**config.mk**
```make
export PLATFORM = sky130hd
export DESIGN_NAME = instr_fetch_unit
export DESIGN_NICKNAME = d
export VERILOG_FILES = /design/src/rtl/cpu_pkg.sv /design/src/rtl/instr_ram_sp.sv /design/src/rtl/instr_fetch_unit.sv
export SDC_FILE = /design/constraint.sdc
export NUM_CORES = 2
export LEC_CHECK = 0
export CORE_ASPECT_RATIO = 1.2
export CORE_UTILIZATION = 35
export CTS_CLUSTER_SIZE = 8
export DETAILED_ROUTE_END_ITERATION = 6
export PLACE_DENSITY_LB_ADDON = 0.05
export RECOVER_POWER = 100
export SLEW_MARGIN = 30
export SYNTH_ARGS = -nofsm -noshare
export SYNTH_HDL_FRONTEND = slang
export SYNTH_HIERARCHICAL = 1
export SYNTH_SLANG_ARGS = --single-unit
```
**constraint.sdc**
```tcl
create_clock -name Clock -period 6.65 [get_ports Clock]
set_clock_uncertainty 0.15 [all_clocks]
set_input_delay 1.6625 -clock Clock [delete_from_list [all_inputs] [get_ports Clock]]
set_output_delay 1.6625 -clock Clock [all_outputs]
set_load 0.03 [all_outputs]
```
**src/rtl/cpu_pkg.sv**
```systemverilog
// Shared processor definitions: opcodes, fetch FSM states and default widths.
package cpu_pkg;

  localparam int CPU_ADDR_W = 7;
  localparam int CPU_DATA_W = 16;

  localparam logic [3:0] OP_NOOP  = 4'd0;
  localparam logic [3:0] OP_STORE = 4'd1;
  localparam logic [3:0] OP_LOAD  = 4'd2;
  localparam logic [3:0] OP_ADD   = 4'd3;
  localparam logic [3:0] OP_SUB   = 4'd4;
  localparam logic [3:0] OP_HALT  = 4'd5;

  typedef enum logic {F_LOAD, F_RUN} fetch_state_t;

endpackage

```
**src/rtl/instr_ram_sp.sv**
```systemverilog
// Instruction memory: one write port, one synchronous read port, no reset.
module instr_ram_sp #(
  parameter int ADDR_W = 7,
  parameter int DATA_W = 16
) (
  input  logic              Clock,
  input  logic              we,
  input  logic [ADDR_W-1:0] waddr,
  input  logic [DATA_W-1:0] wdata,
  input  logic              re,
  input  logic [ADDR_W-1:0] raddr,
  output logic [DATA_W-1:0] rd_q
);

  localparam int DEPTH = 2**ADDR_W;

  logic [DATA_W-1:0] mem [DEPTH];

  always_ff @(posedge Clock) begin
    if (we) mem[waddr] <= wdata;
    if (re) rd_q <= mem[raddr];
  end

endmodule

```
**src/rtl/instr_fetch_unit.sv**
```systemverilog
// Fetch unit: program-load / run FSM, PC, IR and status pulses around the instruction RAM.
module instr_fetch_unit
  import cpu_pkg::*;
#(
  parameter int          ADDR_W   = CPU_ADDR_W,
  parameter int          DATA_W   = CPU_DATA_W,
  parameter int unsigned START_PC = 0
) (
  input  logic              Clock,
  input  logic              Reset,
  input  logic              PC_clr,
  input  logic              PC_up,
  input  logic              IR_id,
  input  logic              Ld_en,
  input  logic [ADDR_W-1:0] Ld_addr,
  input  logic [DATA_W-1:0] Ld_data,
  input  logic              Ld_done,
  output logic [DATA_W-1:0] IR,
  output logic [ADDR_W-1:0] PC,
  output logic              IR_valid,
  output logic              Running,
  output logic              Wrap,
  output logic              Ld_err
);

  localparam logic [ADDR_W-1:0] PC_RST = ADDR_W'(START_PC);

  fetch_state_t      state_q, state_d;
  logic              run;
  logic [DATA_W-1:0] rd_q;

  assign run     = (state_q == F_RUN);
  assign Running = run;

  always_ff @(posedge Clock or posedge Reset) begin
    if (Reset) state_q <= F_LOAD;
    else       state_q <= state_d;
  end

  // LOAD -> RUN is one-way; only Reset brings the unit back to LOAD.
  always_comb begin
    state_d = state_q;
    if (state_q == F_LOAD && Ld_done) state_d = F_RUN;
  end

  instr_ram_sp #(.ADDR_W(ADDR_W), .DATA_W(DATA_W)) u_ram (
    .Clock (Clock),
    .we    (!run && Ld_en),
    .waddr (Ld_addr),
    .wdata (Ld_data),
    .re    (run),
    .raddr (PC),
    .rd_q  (rd_q)
  );

  always_ff @(posedge Clock or posedge Reset) begin
    if (Reset) begin
      PC       <= PC_RST;
      IR       <= '0;
      IR_valid <= 1'b0;
      Wrap     <= 1'b0;
      Ld_err   <= 1'b0;
    end else begin
      Wrap   <= 1'b0;
      Ld_err <= 1'b0;
      if (run) begin
        Ld_err <= Ld_en;
        if (PC_clr) PC <= PC_RST;
        else if (PC_up) begin
          PC   <= PC + 1'b1;
          Wrap <= &PC;
        end
        // A capture in the same cycle as PC_clr leaves IR_valid set.
        if (IR_id) begin
          IR       <= rd_q;
          IR_valid <= 1'b1;
        end else if (PC_clr) begin
          IR_valid <= 1'b0;
        end
      end
    end
  end

endmodule

```
==> key figures <==
Worst setup path
  – Crit-path max cell delay: 1410 ps
  – Crit-path slowest cell: nor2_1
  – Worst Path Arrival: 6330 ps
  – Crit path max fanout: 16
  – WS Path Type: in -> reg
  – Reg2Reg Setup Slack: 780 ps
  – R2r endpoint: u_ram/rd_q[0]
  – Crit-path cells: dlygate4sd3_1, nor2b_1, nand4_1, clkbuf_1, nor2_1
  – Crit end category: flip-flop
  – Worst Setup Start Kind: input port
  – R2R Path Start: PC[0]
  – Worst r2r path cells: 6
  – Crit path required time: 6910 ps

Cells and area
  – Share of cells above drive strength 1: 30.5%
  – NumNets Final: 3585
  – Commonest non-fill, non-tap cell in the layout: edfxtp_1
  – Commonest cells after routing, fill and taps aside: 2064 x edfxtp_1, 672 x mux4_2, 311 x clkbuf_16
  – Area Growth Syn to Fin: 16.0%

GRT
  – Gr usage total: 19.9%
  – Grt ovf: 0
  – Via count of the first global-routing pass: 38100
  – First-pass GRT wire length: 317000 um
  – Antenna violations before repair: 33
  – Largest net degree at the start of global routing: 129

Route
  – DR iter-0 viols: 3738
  – Drt first pass iters: 7
  – DRT antenna net count: 0
  – WL/cell: 34.6 um
  – Vias/cell: 5.45
  – Vias post-DR: 36000
  – Final WL: 229000 um
  – Residual DRC count: 20

Clocking
  – Clock transition at the registers of the reported paths: 50 ps
  – Post-CTS Setup Bufs: 0
  – Cts bufs inserted: 304
  – Deepest clock path buffer count: 4
  – Sink Count: 2091
  – Hold_buf cts: 0
  – CTS Root Cell: clkbuf_16
  – Clk_lat worst skew: 840 ps
  – H-tree depth: 5
  – Cts repair resizes: 0
  – CTS tree: built

Run status
  – Failing checks: design-rule violations, max-capacitance violations, max-slew violations
  – Status: finished with violations

Synth
  – Area leader, netlist: edfxtp_1
  – Distinct cell type count after synthesis: 35
  – Register area share after synthesis: 78.5%
  – Yosys warnings: 6
  – Share of the synthesized area in the top cell type: 77.6%
  – Synthesized area per cell: 25.1 um^2
  – Cell Area, Synth: 79800 um^2
  – Area contributors post-synth: edfxtp_1 78%, mux4_2 19%, dfrtp_1 0.85%
  – Post-synthesis cell count: 3174
  – #FFs+latches synth: 2091
  – Mapped Nets: 3205

Placed design
  – Final GP Congestion: 0.807
  – Dpl hpwl: 141000 um
  – Port bufs: 56

Floorplanning
  – Initial core utilization: 35.3%
  – Chip Width: 438 um
  – Io pins: 57
  – # rows: 191
  – Die ar.: 230000 um^2
  – Core ar.: 226000 um^2
  – Die Ht: 525 um

Worst hold path
  – Hold Crit Class: reg -> reg
  – Hold endpoint: IR[13]
  – Hold path startpoint: u_ram/rd_q[13]
  – Hold Crit Depth: 1

Job
  – Max Cap Viol: 59

Pwr
  – Worst VDD drop: 0.211 mV
  – Total power: 29.4 mW
  – Static leakage: 27.4 nW
  – Pwr dens: 317 nW/um^2

STA
  – Min Tclk post-route: 6070 ps
  – Worst slew margin: -160%
  – Setup TNS: 0 ps
  – Fin. Hold Viols: 0
  – RSZ-0062 raised after global routing: false
  – Fmax achieved: 165 MHz
  – Fin. max-slew vios: 2240
  – Part of the cycle the worst path needs: 91.3%
  – Min Hold Slack: 331 ps
  – Tightest Pin Transition: 3900 ps
  – Final setup fails: 0
[worst max path at each step]
stage | startpoint | to | slack (ps) | cells after the start
finish | Ld_en | u_ram/mem[55][6] | 580 | 5
global route | Ld_en | u_ram/mem[55][6] | 490 | 5
CTS | Ld_en | u_ram/mem[126][3] | 1220 | 7
detailed placement | Ld_en | u_ram/mem[126][5] | 310 | 7
global placement | Ld_en | u_ram/mem[118][5] | 520 | 6
floorplan | Ld_en | u_ram/mem[98][0] | 2610 | 4
[metrics by stage]
stage	worst slack [ps]	cell area [um^2]	utilization (%)	instances
finish	576	92600	40.9	6607
floorplan	2610	79800	-	3174
global placement	520	85100	37.7	6236
global route	488	92600	40.9	6601
CTS	1220	93300	41.3	6598
detailed placement	313	85200	37.7	6238
[cells in the mapped netlist]
library cell / number
a21boi_0: 1
a31o_2: 1
a31oi_1: 1
and2_1: 1
buf_1: 28
buf_2: 54
buf_4: 2
buf_6: 1
clkbuf_1: 82
dfrtp_1: 27
edfxtp_1: 2064
ha_1: 1
inv_1: 4
mux2_2: 33
mux4_2: 672
nand2_1: 21
nand2_2: 1
nand2b_1: 5
nand3_1: 14
nand3_2: 1
nand3b_1: 1
nand4_1: 5
nor2_1: 122
nor2b_1: 9
nor3_1: 9
nor4b_1: 1
o211ai_1: 1
o21a_1: 1
o21ai_0: 2
o22ai_1: 3
o311ai_0: 1
or2_2: 1
or3_1: 2
or4_1: 1
or4b_1: 1
[layer usage]
metal	routed length, um	part of all wire (%)	track usage (%)	vias up
met5	0	0	0	-
met2	114000	50	33.0	1135
met3	12600	5.5	3.34	323
met1	96400	42	27.3	20100
li1	-	-	-	14500
met4	5300	2.3	5.18	0
[cell type report]
type | count | area (um^2)
clock inverters | 13 | 149
repair buffers | 241 | 1550
multi-input cells | 912 | 16500
fillers | 19600 | 133000
inverters | 4 | 15.0
flip-flops and latches | 2091 | 62700
clock buffers | 347 | 7920
well taps | 2991 | 3740
diodes | 8 | 20.0
[sequential cells by signal, indices dropped and copies added, names as in the netlist]
| register | flops |
|---|---|
| IR | 16 |
| IR_valid | 1 |
| Ld_err | 1 |
| PC | 7 |
| Running | 1 |
| Wrap | 1 |
| u_ram/mem | 2048 |
| u_ram/rd_q | 16 |
[critical path, delay by kind of cell]
kind	cells	cell delay, ps
buf+inv	2	1640
simple gates	3	2980
[report_power, final]
group / leakage [nW] / internal, mW / total [mW] / switching, mW
clock network: 3.94 / 8.26 / 13.5 / 5.28
logic: 4.54 / 0.457 / 1.23 / 0.775
registers: 18.9 / 14.6 / 14.6 / 0.0372
total: 27.4 / 23.3 / 29.4 / 6.09
[cell families (layout without fill, tap and decap cells)]
family | after synthesis | in the layout | share of synthesized area (%)
AO/OA/AOI/OAI | 11 | 11 | 0.0941
adder cells (fa/ha/maj) | 1 | 1 | 0.0157
buffers and inverters | 171 | 605 | 0.908
flip-flops | 2091 | 2091 | 78.5
multiplexers | 705 | 705 | 19.4
other | 0 | 8 | 0
AND/OR/NAND/NOR | 195 | 195 | 1.06
Note: power is estimated with default switching activity, not from simulation.
